$ cat src/rtl/csr_trap_ctrl.sv
`timescale 1ns/1ps
// csr_trap_ctrl -- sequences CSR read/write instructions, ECALL/EBREAK trap
// entry and MRET return into single-cycle CSR accesses on a shared port.
//
// Ports:
//   clk, rst                       clock, synchronous active-high reset
//   req_valid/req_ready            request handshake (ready only in IDLE)
//   req_op/csr/rs1/zimm/pc         request fields, latched on accept
//   stall                          pipeline freeze while a sequence runs
//   rd_we, rd_data                 rd writeback (old CSR value)
//   redirect, redirect_pc          one-cycle PC redirect
//   csr_w, csr_addr, csr_wdata     CSR file write/address port
//   csr_rdata                      CSR read data, combinational from csr_addr
module csr_trap_ctrl #(
  parameter logic [11:0] ADDR_MSTATUS = 12'h000,
  parameter logic [11:0] ADDR_MEPC    = 12'h041,
  parameter logic [11:0] ADDR_MCAUSE  = 12'h042,
  parameter logic [11:0] ADDR_MTVEC   = 12'h005
) (
  input  logic        clk,
  input  logic        rst,
  input  logic        req_valid,
  input  logic [2:0]  req_op,
  input  logic [11:0] req_csr,
  input  logic [31:0] req_rs1,
  input  logic [4:0]  req_zimm,
  input  logic [31:0] req_pc,
  output logic        req_ready,
  output logic        stall,
  output logic        rd_we,
  output logic [31:0] rd_data,
  output logic        redirect,
  output logic [31:0] redirect_pc,
  output logic        csr_w,
  output logic [11:0] csr_addr,
  output logic [31:0] csr_wdata,
  input  logic [31:0] csr_rdata
);

  localparam logic [2:0] OP_CSRRW  = 3'd1;
  localparam logic [2:0] OP_CSRRWI = 3'd2;
  localparam logic [2:0] OP_ECALL  = 3'd3;
  localparam logic [2:0] OP_EBREAK = 3'd4;
  localparam logic [2:0] OP_MRET   = 3'd5;

  typedef enum logic [2:0] {
    IDLE, RW, T_EPC, T_CAUSE, T_STAT, T_VEC, M_STAT, M_EPC
  } state_t;

  state_t      state_q, state_d;
  logic [2:0]  op_q;
  logic [11:0] csr_q;
  logic [31:0] rs1_q;
  logic [4:0]  zimm_q;
  logic [31:0] pc_q;
  logic        accept;
  logic [31:0] mst_trap, mst_mret;

  assign req_ready = ~rst & (state_q == IDLE);
  assign stall     = ~rst & (state_q != IDLE);
  assign accept    = req_valid & req_ready;

  // mstatus update on trap entry: MPIE <- MIE, MIE <- 0
  always_comb begin
    mst_trap    = csr_rdata;
    mst_trap[7] = csr_rdata[3];
    mst_trap[3] = 1'b0;
  end

  // mstatus update on MRET: MIE <- MPIE, MPIE <- 1
  always_comb begin
    mst_mret    = csr_rdata;
    mst_mret[3] = csr_rdata[7];
    mst_mret[7] = 1'b1;
  end

  always_comb begin
    state_d = state_q;
    unique case (state_q)
      IDLE: begin
        if (req_valid) begin
          case (req_op)
            OP_CSRRW, OP_CSRRWI: state_d = RW;
            OP_ECALL, OP_EBREAK: state_d = T_EPC;
            OP_MRET:             state_d = M_STAT;
            default:             state_d = IDLE;  // invalid op: consumed
          endcase
        end
      end
      RW:      state_d = IDLE;
      T_EPC:   state_d = T_CAUSE;
      T_CAUSE: state_d = T_STAT;
      T_STAT:  state_d = T_VEC;
      T_VEC:   state_d = IDLE;
      M_STAT:  state_d = M_EPC;
      M_EPC:   state_d = IDLE;
      default: state_d = IDLE;
    endcase
  end

  always_ff @(posedge clk) begin
    if (rst) begin
      state_q <= IDLE;
      op_q    <= '0;
      csr_q   <= '0;
      rs1_q   <= '0;
      zimm_q  <= '0;
      pc_q    <= '0;
    end else begin
      state_q <= state_d;
      if (accept) begin
        op_q   <= req_op;
        csr_q  <= req_csr;
        rs1_q  <= req_rs1;
        zimm_q <= req_zimm;
        pc_q   <= req_pc;
      end
    end
  end

  // Outputs are decoded from state rather than registered because several
  // depend on csr_rdata in the same cycle; everything is held at 0 in reset.
  always_comb begin
    csr_w       = 1'b0;
    csr_addr    = '0;
    csr_wdata   = '0;
    rd_we       = 1'b0;
    rd_data     = '0;
    redirect    = 1'b0;
    redirect_pc = '0;
    if (!rst) begin
      case (state_q)
        RW: begin
          csr_w     = 1'b1;
          csr_addr  = csr_q;
          csr_wdata = (op_q == OP_CSRRWI) ? {27'b0, zimm_q} : rs1_q;
          rd_we     = 1'b1;
          rd_data   = csr_rdata;
        end
        T_EPC: begin
          csr_w     = 1'b1;
          csr_addr  = ADDR_MEPC;
          csr_wdata = pc_q;
        end
        T_CAUSE: begin
          csr_w     = 1'b1;
          csr_addr  = ADDR_MCAUSE;
          csr_wdata = (op_q == OP_ECALL) ? 32'd11 : 32'd3;
        end
        T_STAT: begin
          csr_w     = 1'b1;
          csr_addr  = ADDR_MSTATUS;
          csr_wdata = mst_trap;
        end
        T_VEC: begin
          csr_addr    = ADDR_MTVEC;
          redirect    = 1'b1;
          redirect_pc = {csr_rdata[31:2], 2'b00};
        end
        M_STAT: begin
          csr_w     = 1'b1;
          csr_addr  = ADDR_MSTATUS;
          csr_wdata = mst_mret;
        end
        M_EPC: begin
          csr_addr    = ADDR_MEPC;
          redirect    = 1'b1;
          redirect_pc = csr_rdata;
        end
        default: ;
      endcase
    end
  end

endmodule

$ cat config.mk
export PLATFORM = sky130hd
export DESIGN_NAME = csr_trap_ctrl
export DESIGN_NICKNAME = d
export VERILOG_FILES = /design/src/rtl/csr_trap_ctrl.sv
export SDC_FILE = /design/constraint.sdc
export NUM_CORES = 1
export LEC_CHECK = 0
export CAP_MARGIN = 0
export CORE_ASPECT_RATIO = 0.75
export CORE_MARGIN = 5
export CORE_UTILIZATION = 39
export CTS_CLUSTER_SIZE = 25
export DETAILED_ROUTE_END_ITERATION = 16
export PLACE_DENSITY = 0.86
export SKIP_CTS_REPAIR_TIMING = 1
export SLEW_MARGIN = 10
export SYNTH_ARGS = -nofsm -noshare
export SYNTH_HDL_FRONTEND = slang
export SYNTH_SLANG_ARGS = --single-unit
$ cat constraint.sdc
create_clock -name clk -period 2.1 [get_ports clk]
set_clock_uncertainty 0.1 [all_clocks]
set_input_delay 0.63 -clock clk [delete_from_list [all_inputs] [get_ports clk]]
set_output_delay 0.63 -clock clk [all_outputs]
set_load 0.02 [all_outputs]
* Word level (Yosys, flattened, before mapping)
Index checks and enable logic that the tools add are counted.
Storage, ports and cells: word-level logic and storage cells 52, bits in registers 87, output and inout bits 113
Cells by class: eq/ne operators 15, bitwise gates (word level) 4, multiplexer cells 19, reductions and logical operators 8
Operator list (number):
- $mux 32 | 5
- $pmux 32 s5 | 1
- $pmux 32 s2 | 1
- $pmux 12 s4 | 1
- $eq 3x2->1 const B | 6
- $eq 3x3->1 const B | 6
- $pmux 3 s6 | 1
- $mux 12 | 1
- $pmux 3 s3 | 1
- $reduce_or 2->1 | 4
- $eq 3x1->1 const B | 2
- $mux 1 | 6
- $reduce_or 5->1 | 1
- $mux 4 | 1
- $and 1x1->1 | 3
- $logic_not 3->1 | 1
- $mux 3 | 1
- $reduce_bool 3->1 | 1
- $reduce_or 3->1 | 1
- $ne 2x2->1 const B | 1
- $not 1->1 | 1

* Longest topological paths before layout
Gate-level depths: netlist of the first run.
depth after elaboration 5, gate-level depth with buffers 6, depth with buffers taken out 4

* Worst setup path after synthesis of the first run
OpenSTA, ideal clock, no wires.
path type input-to-output, from in rst, to out csr_addr[1], buffers on the path 2, data required time 1.370 ns, data arrival time 1.753 ns, slack -0.383 ns, cell stages on the path 3, cell sequence buf_2 buf_1 nor4b_1
On the way: word-level cells in the longest chain between the ends 1
Ends and longest elaborated chain:
- start, declared | RTL line 21 | input logic rst,
- $mux 12 | RTL line 131 | if (!rst) begin
- end, declared | RTL line 35 | output logic [11:0] csr_addr,
No other way between the ends.

* Final worst setup path of the first run
from reg state_q[2], to out csr_wdata[3]
On the way: word-level cells in the longest chain between the ends 3
Ends and longest elaborated chain:
- start, declared | RTL line 50 | state_t state_q, state_d;
- start signal, assigned | RTL line 110 | state_q <= state_d;
- $eq 3x3->1, or another cell as far along | RTL line 132 | case (state_q)
- $pmux 32 s5 (*) | RTL line 132
- $mux 32 (*) | RTL line 131
- end, declared | RTL line 36 | output logic [31:0] csr_wdata,
Mark *: on every way between the ends. The rest lies on a longest branch, timed or not.

==> flow_metrics.py, run 1 <==
metrics = {
    "flow_run": {
        "cap_violations": 0,
    },
    "sta": {
        "min_period_over_period_pct": 119,
        "drv_slew": 0,
        "setup_tns_ps": -30240,
        "max_freq_mhz": 400,
        "hold-worst-slack_ps": 504,
        "setup_violations": 111,
        "tightest_slew_ps": 377,
        "finalHoldViolCount": 0,
        "rsz0062_at_grt": "yes",
        "min_period_ps": 2500,
        "setup_slack_ps": -399,
        "maxSlewHeadroom_pct": 74.9,
    },
    "global_route": {
        "grt_max_degree": 37,
        "grt_pass1_wl_um": 28300,
        "use_met2_pct": 36.5,
        "grtUsageMet1_pct": 26.5,
        "grt_use_total_pct": 21.2,
        "gr-total-overflow": 0,
        "met3_usage_pct": 6.59,
        "antenna_found_initial": 0,
        "grt-busiest-layer": "met2",
        "grt_pass1_vias": 5331,
    },
    "finish": {
        "diodes": 0,
        "fin_area_mm2": 0.00960,
        "post-route-util_pct": 70.8,
        "layout.cells.non_filler": 1032,
        "area_delta_synth_final_pct": 79.3,
        "nets": 971,
        "layout-drive-gt1-share_pct": 51.6,
    },
    "worst_setup_path": {
        "ff2ff_setup_slack_ps": 60,
        "required_ps": 1370,
        "crit_chain": "buf_6 > nor4bb_4 > mux2i_4 > o32ai_4 > buf_6",
        "cp_common_cell": "buf_6",
        "max_stage_delay_ps": 400,
        "setup.worst_path.class": "flop to primary output",
        "start_kind": "flop",
        "path_max_fanout": 8,
        "cp_data_arrival_time_ps": 1770,
        "crit_path_end_kind": "primary output",
        "r2r-start": "state_q[2]$_SDFFE_PP0P_",
        "reg2reg_to": "pc_q[20]$_SDFFE_PP0P_",
        "r2r_cells": 7,
        "critPathTopFamily": "flip-flops",
        "path_buf_inv": 2,
        "cp_slowest_cell": "dfxtp_4",
    },
    "hold_path": {
        "hold_depth": 2,
        "hp-class": "flop to flop",
        "hp-start": "rs1_q[9]$_SDFFE_PP0P_",
        "min_to": "rs1_q[9]$_SDFFE_PP0P_",
    },
    "yosys": {
        "synth-edff-count": 0,
        "synth.distinct_cells": 38,
        "seq_area_frac_synth_pct": 32.5,
        "synth-main-ff-cell": "dfxtp_1",
        "ys_warn_count": 0,
        "synthCells": 574,
        "avgSynthCellArea_um2": 9.33,
        "async_flop_share_pct": 0,
        "syn-num-nets": 693,
        "syn_area_mm2": 0.00535,
        "synth_seq_cells": 87,
    },
    "placement": {
        "dp_hpwl_um": 13800,
        "portBuffers": 231,
        "placed_area_mm2": 0.00880,
        "place.gp.congestion": 0.773,
        "dpl.cell_count": 996,
        "dp_worst_setup_slack_ps": -946,
    },
    "clocking": {
        "clk_transition_reported_paths_ps": 60,
        "cts_tree": "built",
        "clockRootBuffer": "clkbuf_16",
        "htreeDepth": 3,
        "cts_sinks": 87,
        "numCtsBuffers": 9,
        "clock_latency_ps": 330,
        "cts_max_path_buffers": 2,
    },
    "detailed_routing": {
        "routed_wirelength_um": 19600,
        "drcViolationCount": 0,
        "drt_iter0_drc": 208,
        "postRouteAntennaNets": 0,
        "vias_per_cell": 5.06,
        "drt-pass1-iter-count": 4,
        "vias": 5221,
        "detail_route.wl_per_cell_um": 19.0,
    },
    "power": {
        "irDropWorstVdd_mv": 0.444,
        "powerDensity_mw_per_mm2": 558,
        "finalPower_mw": 5.36,
        "p_leak_nw": 4.11,
    },
    "floorplanning": {
        "die_width_um": 145,
        "die_h_um": 111,
        "core_region_area_mm2": 0.0136,
        "pin_count": 232,
        "die-area_mm2": 0.0162,
        "num_rows": 37,
        "initial_utilization_pct": 39.5,
    },
    "outcome": {
        "violations": "negative setup slack",
        "status": "finished, violations left",
    },
}
## power breakdown
part	leakage (nW)	switching [mW]	internal [mW]	total, mW
Combinational	3.23	0.758	1.01	1.77
Sequential	0.719	0.102	1.83	1.93
Clock	0.154	0.696	0.964	1.66
## Yosys cell counts, types with 11 or more instances
cell type	n	area (um2)
nand3_1	28	140
and2_1	70	438
a21o_1	27	203
nand3b_1	26	195
dfxtp_1	87	1740
nor2b_1	89	557
mux2_2	25	282
nand2_1	30	113
mux2_4	59	886
buf_2	11	55.1
clkbuf_1	31	116
a21oi_1	29	145
## state kept, by name, indices dropped and copies added, names as in the netlist
register and count:
pc_q 32, rs1_q 32, csr_q 12, zimm_q 5, op_q 3, state_q 3
## cell type report
class	count	area, um2
tap	175	219
inverter	5	23.8
clock buffer	10	239
sequential	87	1750
clock inverter	6	66.3
timing repair buffer	319	3230
fill	1039	3970
multi-input combinational	430	4060
## layer usage
metal	part of all wire [%]	wire, um	up-vias
met5	0	0	-
met4	1.7	334	0
met3	6.4	1250	29
met2	49	9520	176
met1	43	8460	2505
li1	-	-	2511
## cell usage in the layout, fill, tap and decap left out, types with 3 or more instances in the layout
cell type | Yosys | layout
a21oi_4 | 0 | 27
nand3_4 | 0 | 3
nand2_1 | 30 | 28
a21o_1 | 27 | 27
clkdlybuf4s50_1 | 0 | 113
buf_4 | 0 | 59
nand3_1 | 28 | 16
and2_4 | 0 | 37
dfxtp_1 | 87 | 83
mux2i_1 | 7 | 3
buf_12 | 0 | 14
and2_2 | 0 | 29
nand3b_1 | 26 | 26
o21ai_0 | 5 | 4
mux2_2 | 25 | 24
and2_1 | 70 | 4
clkbuf_2 | 0 | 41
buf_6 | 8 | 74
clkbuf_16 | 0 | 16
dlymetal6s2s_1 | 0 | 5
mux2_4 | 59 | 60
nor2b_1 | 89 | 86
dfxtp_4 | 0 | 3
buf_8 | 0 | 5
inv_6 | 0 | 4
nand3_2 | 0 | 9
## tightest hold or removal path, stage by stage (launching register included)
cell,delay (ps)
dfxtp_1,320
nor2b_1,120
mux2_2,140
## how the worst max path moves through the flow
stage / startpoint / endpoint / slack [ps] / depth (start not counted)
6_report: state_q[2]$_SDFFE_PP0P_ / csr_wdata[3] / -400 / 5
2_1_floorplan: rst / csr_wdata[0] / -80 / 4
3_3_place_gp: csr_rdata[7] / csr_wdata[3] / -940 / 5
3_5_place_dp: csr_rdata[7] / csr_wdata[3] / -950 / 5
4_1_cts: state_q[2]$_SDFFE_PP0P_ / redirect_pc[1] / -1050 / 6
5_1_grt: state_q[2]$_SDFFE_PP0P_ / csr_wdata[3] / -470 / 5
## kinds of logic (layout without fill, tap and decap cells)
family / Yosys count / after routing / synth area share [%]
AOI/OAI and AO/OA: 77 / 77 / 9.35
xor gates and xnor gates: 1 / 1 / 0.164
buffers and inverters: 58 / 340 / 5.45
DFF: 87 / 87 / 32.5
muxes: 91 / 91 / 23.1
and+or+nand+nor: 260 / 261 / 29.4
No activity file was read; power rests on OpenSTA's default activity.
==> run 2: changes to the inputs <==
--- a/config.mk
+++ b/config.mk
@@ -12,7 +12,6 @@
 export CTS_CLUSTER_SIZE = 25
 export DETAILED_ROUTE_END_ITERATION = 16
 export PLACE_DENSITY = 0.86
-export SKIP_CTS_REPAIR_TIMING = 1
 export SLEW_MARGIN = 10
 export SYNTH_ARGS = -nofsm -noshare
 export SYNTH_HDL_FRONTEND = slang
==> flow_metrics.py, run 2 (same netlist as run 1, synthesis figures left out) <==
metrics = {
    "sta": {
        "maxSlewHeadroom_pct": 74.2,
        "setup_slack_ps": -455,
        "rsz0062_at_grt": "yes",
        "max_freq_mhz": 391,
        "min_period_ps": 2560,
        "min_period_over_period_pct": 122,
        "finalHoldViolCount": 0,
        "drv_slew": 0,
        "tightest_slew_ps": 386,
        "setup_violations": 113,
    },
    "finish": {
        "layout-drive-gt1-share_pct": 55.0,
        "reg_top3": "pc_q: 32 flops, rs1_q: 32 flops, csr_q: 12 flops",
        "mostFrequentLayoutCell": "buf_6",
        "final_cell_mix": "buf_6, clkdlybuf4s50_1, nor2b_1, dfxtp_1, and2_4",
        "fillers": 837,
        "area_delta_synth_final_pct": 96.2,
        "diodes": 0,
        "nets": 1001,
    },
    "worst_setup_path": {
        "crit_path_end_kind": "primary output",
        "start_kind": "flop",
        "cp_data_arrival_time_ps": 1830,
        "setup.worst_path.class": "flop to primary output",
        "critPathTopFamily": "simple AND/OR/NAND/NOR gates",
        "max_stage_delay_ps": 530,
        "r2r_cells": 8,
        "reg2reg_to": "pc_q[15]$_SDFFE_PP0P_",
        "path_max_fanout": 7,
        "crit_chain": "or3b_4 > buf_6 > buf_6 > nand3_4 > a21oi_4 > buf_6",
        "cp_slowest_cell": "or3b_4",
        "ff2ff_setup_slack_ps": 30,
        "r2r-start": "state_q[1]$_SDFFE_PP0P_",
        "required_ps": 1370,
        "path_buf_inv": 3,
        "cp_common_cell": "buf_6",
    },
    "placement": {
        "dp_hpwl_um": 13800,
        "portBuffers": 231,
        "dp_worst_setup_slack_ps": -946,
        "place.gp.congestion": 0.773,
    },
    "global_route": {
        "grt_pass1_vias": 5526,
        "antenna_found_initial": 0,
        "grt_max_degree": 37,
        "grt_pass1_wl_um": 29800,
        "gr-total-overflow": 0,
        "grt_use_total_pct": 22.5,
    },
    "detailed_routing": {
        "routed_wirelength_um": 22600,
        "drt_iter0_drc": 265,
        "drcViolationCount": 0,
        "detail_route.wl_per_cell_um": 21.3,
        "vias": 5559,
        "postRouteAntennaNets": 0,
        "drt-pass1-iter-count": 5,
        "vias_per_cell": 5.23,
    },
    "floorplanning": {
        "die_width_um": 145,
        "initial_utilization_pct": 39.5,
        "die-area_mm2": 0.0162,
        "num_rows": 37,
        "core_region_area_mm2": 0.0136,
        "die_h_um": 111,
        "pin_count": 232,
    },
    "clocking": {
        "numCtsBuffers": 9,
        "htreeDepth": 3,
        "cts_tree": "built",
        "clockRootBuffer": "clkbuf_16",
        "clock_latency_ps": 330,
        "cts_sinks": 87,
        "cts-hold-fix-buffers": 0,
        "clk_transition_reported_paths_ps": 70,
        "cts_max_path_buffers": 2,
    },
    "power": {
        "internal_power_mw": 3.94,
        "combinationalPowerShare_pct": 35.6,
        "powerDensity_mw_per_mm2": 535,
        "power.switching_mw": 1.68,
        "finalPower_mw": 5.62,
        "switching_share_pct": 29.9,
        "irDropWorstVdd_mv": 0.422,
        "p_seq_share_pct": 34.6,
        "p_leak_nw": 4.40,
        "clockPowerShare_pct": 29.8,
    },
    "hold_path": {
        "hp-class": "flop to flop",
        "hp-start": "rs1_q[26]$_SDFFE_PP0P_",
        "hold_depth": 2,
        "min_to": "rs1_q[26]$_SDFFE_PP0P_",
    },
    "outcome": {
        "status": "finished, violations left",
        "violations": "negative setup slack",
    },
    "flow_run": {
        "cap_violations": 0,
    },
}
run 2: cell type report:
cell class                      instances  area, um2  share of cell area, %
Inverter                                5       31.3                  0.298
Timing Repair Buffer                  348       3950                   37.6
Clock buffer                           10        239                   2.28
Sequential cell                        87       1750                   16.7
Clock inverter                          6       66.3                  0.631
Multi-Input combinational cell        431       4250                   40.4
Tap cell                              175        219                   2.08
run 2: how the worst max path moves through the flow:
stage	from	endpoint	cells after the start
2_1_floorplan	rst	csr_wdata[0]	4
3_3_place_gp	csr_rdata[7]	csr_wdata[3]	5
3_5_place_dp	csr_rdata[7]	csr_wdata[3]	5
4_1_cts	op_q[1]$_SDFFE_PP0P_	csr_wdata[1]	4
5_1_grt	op_q[1]$_SDFFE_PP0P_	csr_wdata[8]	6
6_report	op_q[1]$_SDFFE_PP0P_	csr_wdata[8]	6
run 2: what timing repair did:
| item | 4_1_cts | 5_1_grt |
|---|---|---|
| gates resized for setup | 460 | 378 |
| endpoints found under the setup margin | 113 | 133 |
| setup buffers | 7 | 21 |
| pin swaps | 6 | 67 |
| cloned | 3 | 20 |
run 2: layer usage:
metal / routed length (um) / global-route usage [%]
met1: 9190 / 27.7
met2: 11400 / 39.7
met3: 1560 / 6.43
met4: 480 / 3.92
met5: 0 / 0
run 2: tightest hold or removal path, cell delays in order, from the launching register on:
cell and delay, ps:
dfxtp_1 320, nor2b_1 120, mux2_2 140
run 2: stage by stage:
step           cells  setup TNS (ps)  util (%)  hold slack, ps  instance area (um2)
3_3_place_gp     996          -88220      64.9             477                 8800
6_report        1062          -34490      77.4             510                10500
5_1_grt         1062          -41770      77.4             542                10500
3_5_place_dp     996          -89900      64.9             487                 8800
4_1_cts         1022          -38520      68.4             504                 9270
2_1_floorplan    574           -2340         -             361                 6000
run 2: power by group through the flow:
stage / logic, mW / registers, mW / clock network (mW)
global placement: 1.53 / 1.94 / 0
finish: 2.00 / 1.94 / 1.67
detailed placement: 1.56 / 1.95 / 0
global route: 2.10 / 1.96 / 1.78
CTS: 1.64 / 1.92 / 1.70
floorplan: 0.960 / 1.91 / 0
